`src/rtl/mem_arbiter.sv`:
```
// ============================================================================
// Module      : mem_arbiter
// Description : Shares one multi-cycle single-port SRAM between IF and MEM,
//               with MEM priority, ready pulses, freeze and a stall counter.
// Revision    : 1.0 - initial release
// ============================================================================
`default_nettype none

module mem_arbiter #(
    parameter int SRAM_WAIT = 3,
    parameter int AW        = 16
) (
    input  logic          clk,
    input  logic          rst,
    input  logic          if_req,
    input  logic [31:0]   if_addr,
    output logic [31:0]   if_rdata,
    output logic          if_ready,
    input  logic          mem_r_en,
    input  logic          mem_w_en,
    input  logic [31:0]   mem_addr,
    input  logic [31:0]   mem_wdata,
    output logic [31:0]   mem_rdata,
    output logic          mem_ready,
    output logic          freeze,
    output logic [AW-1:0] sram_addr,
    output logic [31:0]   sram_wdata,
    output logic          sram_we,
    output logic          sram_oe,
    input  logic [31:0]   sram_rdata,
    output logic [31:0]   stall_count
);

    localparam logic [1:0] c_IDLE      = 2'd0;
    localparam logic [1:0] c_BUSY      = 2'd1;
    localparam logic [1:0] c_DONE      = 2'd2;
    localparam logic       c_OWN_IF    = 1'b0;
    localparam logic       c_OWN_MEM   = 1'b1;
    localparam logic [3:0] c_WAIT_INIT = 4'(SRAM_WAIT - 1);

    logic [1:0] r_state;
    logic [1:0] w_next_state;
    logic       r_owner;
    logic       r_op;      // 1 = write
    logic [3:0] r_cnt;
    logic       w_mem_req;
    logic       w_grant;
    logic       w_last;

    // Byte-offset and high address bits never reach the SRAM.
    logic w_addr_unused;
    assign w_addr_unused = ^{if_addr[31:AW+2], if_addr[1:0],
                             mem_addr[31:AW+2], mem_addr[1:0]};

    assign w_mem_req = mem_r_en | mem_w_en;
    assign w_last    = (r_state == c_BUSY) && (r_cnt == 4'd0);

    always_ff @(posedge clk) begin
        if (rst) r_state <= c_IDLE;
        else     r_state <= w_next_state;
    end

    always_comb begin
        w_next_state = r_state;
        w_grant      = 1'b0;
        case (r_state)
            c_IDLE: begin
                if (w_mem_req | if_req) begin
                    w_grant      = 1'b1;
                    w_next_state = c_BUSY;
                end
            end
            c_BUSY: begin
                if (r_cnt == 4'd0) w_next_state = c_DONE;
            end
            c_DONE:  w_next_state = c_IDLE;
            default: w_next_state = c_IDLE;
        endcase
    end

    always_ff @(posedge clk) begin
        if (rst) begin
            r_owner     <= c_OWN_IF;
            r_op        <= 1'b0;
            r_cnt       <= 4'd0;
            sram_addr   <= '0;
            sram_wdata  <= 32'd0;
            if_rdata    <= 32'd0;
            mem_rdata   <= 32'd0;
            stall_count <= 32'd0;
        end else begin
            if (w_grant) begin
                r_owner   <= w_mem_req ? c_OWN_MEM : c_OWN_IF;
                r_op      <= w_mem_req & mem_w_en;
                sram_addr <= w_mem_req ? mem_addr[AW+1:2] : if_addr[AW+1:2];
                r_cnt     <= c_WAIT_INIT;
                if (w_mem_req & mem_w_en) sram_wdata <= mem_wdata;
            end else if (r_state == c_BUSY && r_cnt != 4'd0) begin
                r_cnt <= r_cnt - 4'd1;
            end

            if (w_last && !r_op) begin
                if (r_owner == c_OWN_MEM) mem_rdata <= sram_rdata;
                else                      if_rdata  <= sram_rdata;
            end

            if (freeze) stall_count <= stall_count + 32'd1;
        end
    end

    assign sram_oe   = (r_state == c_BUSY) && !r_op;
    assign sram_we   = (r_state == c_BUSY) &&  r_op;
    assign mem_ready = (r_state == c_DONE) && (r_owner == c_OWN_MEM);
    // A fetch flushed while in flight completes silently.
    assign if_ready  = (r_state == c_DONE) && (r_owner == c_OWN_IF) && if_req;
    assign freeze    = w_mem_req & ~mem_ready;

endmodule

`default_nettype wire

```
`config.mk`:
```
export PLATFORM = sky130hd
export DESIGN_NAME = mem_arbiter
export DESIGN_NICKNAME = d
export VERILOG_FILES = /design/src/rtl/mem_arbiter.sv
export SDC_FILE = /design/constraint.sdc
export NUM_CORES = 1
export LEC_CHECK = 0
export ABC_CLOCK_PERIOD_IN_PS = 3400
export CORE_UTILIZATION = 30
export CTS_CLUSTER_DIAMETER = 40
export DETAILED_ROUTE_END_ITERATION = 10
export PLACE_DENSITY = 0.67
export SYNTH_ARGS = -nofsm -noshare
export SYNTH_HDL_FRONTEND = slang
export SYNTH_SLANG_ARGS = --single-unit
```
`constraint.sdc`:
```
create_clock -name clk -period 3.4 [get_ports clk]
set_input_delay 0.68 -clock clk [delete_from_list [all_inputs] [get_ports clk]]
set_output_delay 0.68 -clock clk [all_outputs]
set_load 0.05 [all_outputs]
```
==> results.toml <==
[run_status]
status = "complete, no violations"

[clock_network]
cts_buffers = 17
htree_num_levels = 4
clock-sinks = 152
cts_tree = "done"
cts_resized = 0
cts_setup_buffers = 0
clk_latency_ns = 0.41
cts.clk_slew.worst_paths_ns = 0.06
clockRootBuffer = "clkbuf_16"
cts_buffer_depth = 2
cts_hold_buf = 0

[yosys]
ys_ff_latch = 152
synthArstFlopShare_pct = 0
synth_cell_types = 47
syn_area_per_cell_sq_um = 8.10
seq_area_frac_synth_pct = 50.4
synth_cells = 745
synth_fp_nets = 880
synth-edff-count = 0
yosys_warnings = 0
synth-main-ff-cell = "dfxtp_1"
synth.cell_area_sq_um = 6040

[sta]
setup_viol = 0
rsz0062_at_grt = "no"
fin_ws_ns = 0.619
finClkSkew_ns = 0.00722
drv_slew = 0
min_period_ns = 2.78
worst_pin_slew_ns = 0.877
hold_viol = 0
setup-tns-final_ns = 0
fin_crit_sh_pct = 81.8
relSlewSlack_pct = 41.5
max_freq_ghz = 0.360

[floorplan]
fp.dieH_um = 144
io_pins = 282
std_cell_rows = 51
start_util_pct = 30.8
core_sq_um = 19600
die_w_um = 144
die-area_sq_um = 20700

[run]
maxCapViolCount = 0

[hold_path]
hp-class = "reg -> reg"

[pwr]
p_leak_nw = 3.29
comb_power_share_pct = 21.0
power_switching_share_pct = 30.0
p_total_mw = 5.05
ir_worst_vdd_v = 0.000334
power_density_nw_per_um2 = 540
seq_power_share_pct = 38.7
clock_power_share_pct = 40.3
p_int_mw = 3.53
p_sw_mw = 1.51

[routing]
route.vias.total = 5898
routed.top_layer = "met4"
drcViolationCount = 0
vias_per_cell = 4.71
met3_wirelength_mm = 1.20
drtIter0Drc = 269
drtPass1Iterations = 4
routedWlPerCell_um = 14.0
ant_nets = 0
wl_met2_mm = 8.52
m1WireLength_mm = 7.58
drt_wl_total_mm = 17.5

[placed_design]
placed_area_sq_um = 8710
dp_hpwl_mm = 11.8
numPortBuffers = 249
place.gp.congestion = 0.737
pre_cts_slack_ns = 0.646

[finish]
n_antenna_cell = 0
final_cell_mix = "clkdlybuf4s50_1, nand2_1, dfxtp_1"
final_common_cell = "clkdlybuf4s50_1"
drive_gt1_share_pct = 6.19
area_growth_pct = 54.8
design_area_sq_um = 9340
post-route-util_pct = 47.7
layout.nets = 1108

[setup_path]
worstPathMaxFanout = 11
cp_top_family = "buffers and inverters"
critPathMaxStageDelay_ns = 0.81
cp.required_ns = 2.72
crit_type = "reg -> out"
cp_num_buf_inv = 3
crit_path_end_kind = "output port"
cp-start-kind = "register"
arrival_ns = 2.10
path_cells = "nand3b_1, buf_4, inv_1, clkdlybuf4s50_1"
cpMaxStageDelayCell = "clkdlybuf4s50_1"

[grt]
grt_use_total_pct = 16.8
grt_pass1_vias = 5400
grt.overflow.total = 0
grt_pass1_wl_mm = 27.2
grt_max_degree = 81
antenna_found_initial = 0
## cell families after synthesis
group | Yosys count | synth area share [%]
flip-flops | 152 | 50.4
AND/OR/NAND/NOR | 364 | 27.5
XOR/XNOR | 11 | 1.60
buffers and inverters | 57 | 4.42
AO/OA/AOI/OAI | 151 | 14.1
adder cells (fa/ha/maj) | 2 | 0.415
multiplexers | 8 | 1.49
## through the flow
stage,hold WS [ns],std cells
6_report,0.451,1251
5_1_grt,0.466,1251
4_1_cts,0.454,1251
3_5_place_dp,0.446,1219
3_3_place_gp,0.440,1219
2_1_floorplan,0.469,745
## registers in the layout, indices dropped and copies added, names as in the netlist
| register | count |
|---|---|
| r_cnt | 4 |
| mem_rdata | 32 |
| if_rdata | 32 |
| sram_addr | 16 |
| stall_count | 32 |
| r_op | 1 |
| r_state | 2 |
| r_owner | 1 |
| sram_wdata | 32 |
## synth_stat cells (2+ instances only)
| master | number | area [sq um] |
|---|---|---|
| a21oi_1 | 114 | 571 |
| a311oi_1 | 16 | 140 |
| and2_1 | 3 | 18.8 |
| and3_1 | 4 | 25.0 |
| and4_1 | 5 | 43.8 |
| buf_1 | 4 | 15.0 |
| buf_2 | 14 | 70.1 |
| buf_6 | 4 | 45.0 |
| clkbuf_1 | 28 | 105 |
| dfxtp_1 | 152 | 3040 |
| ha_1 | 2 | 25.0 |
| inv_1 | 5 | 18.8 |
| mux2_1 | 2 | 22.5 |
| mux2_2 | 6 | 67.6 |
| nand2_1 | 239 | 897 |
| nand3_1 | 11 | 55.1 |
| nand3_2 | 2 | 20.0 |
| nand3b_1 | 2 | 15.0 |
| nand4_1 | 12 | 75.1 |
| nor2_1 | 37 | 139 |
| nor2b_1 | 9 | 56.3 |
| nor3_1 | 5 | 25.0 |
| nor4_1 | 7 | 43.8 |
| o21ai_0 | 7 | 35.0 |
| o31ai_1 | 10 | 75.1 |
| or3_1 | 6 | 37.5 |
| or4_1 | 10 | 75.1 |
| xnor2_1 | 2 | 17.5 |
| xor2_1 | 9 | 78.8 |
## layer usage
layer | up-vias | track usage [%]
met2 | 187 | 28.3
met4 | 0 | 5.77
met3 | 18 | 5.20
met1 | 2707 | 20.0
met5 | - | 0
li1 | 2986 | -
## final timing paths
path | start | to | slack, ns | cells past startpoint
setup reg to reg | stall_count[3] | stall_count[31] | 1.39 | 4
setup / recovery | r_owner | mem_ready | 0.62 | 4
hold / removal | sram_wdata[27] | sram_wdata[27] | 0.45 | 2
hold reg to reg | sram_wdata[27] | sram_wdata[27] | 0.45 | 2
## worst reg2reg max path, cell delays in order (launching register included)
cell and delay (ns):
dfxtp_1 0.43, and4_1 0.46, nand3_2 0.30, nor4_1 0.37
mux2_1 0.35
## layout make-up
type / count / area (sq um)
timing repair buffer: 261 / 2590
inverter: 5 / 18.8
fill: 1949 / 10200
tap: 265 / 332
multi-input combinational: 536 / 2730
clock inverter: 14 / 195
clock buffer: 18 / 439
sequential: 152 / 3040
## power groups by stage
stage          logic, mW  registers (mW)  clock network, mW
4_1_cts             1.07            1.95               2.10
3_3_place_gp        1.06            1.99                  0
6_report            1.06            1.95               2.03
5_1_grt             1.13            1.97               2.17
3_5_place_dp        1.07            1.99                  0
2_1_floorplan      0.306            2.34                  0
Power figures use the tool's default switching activity.
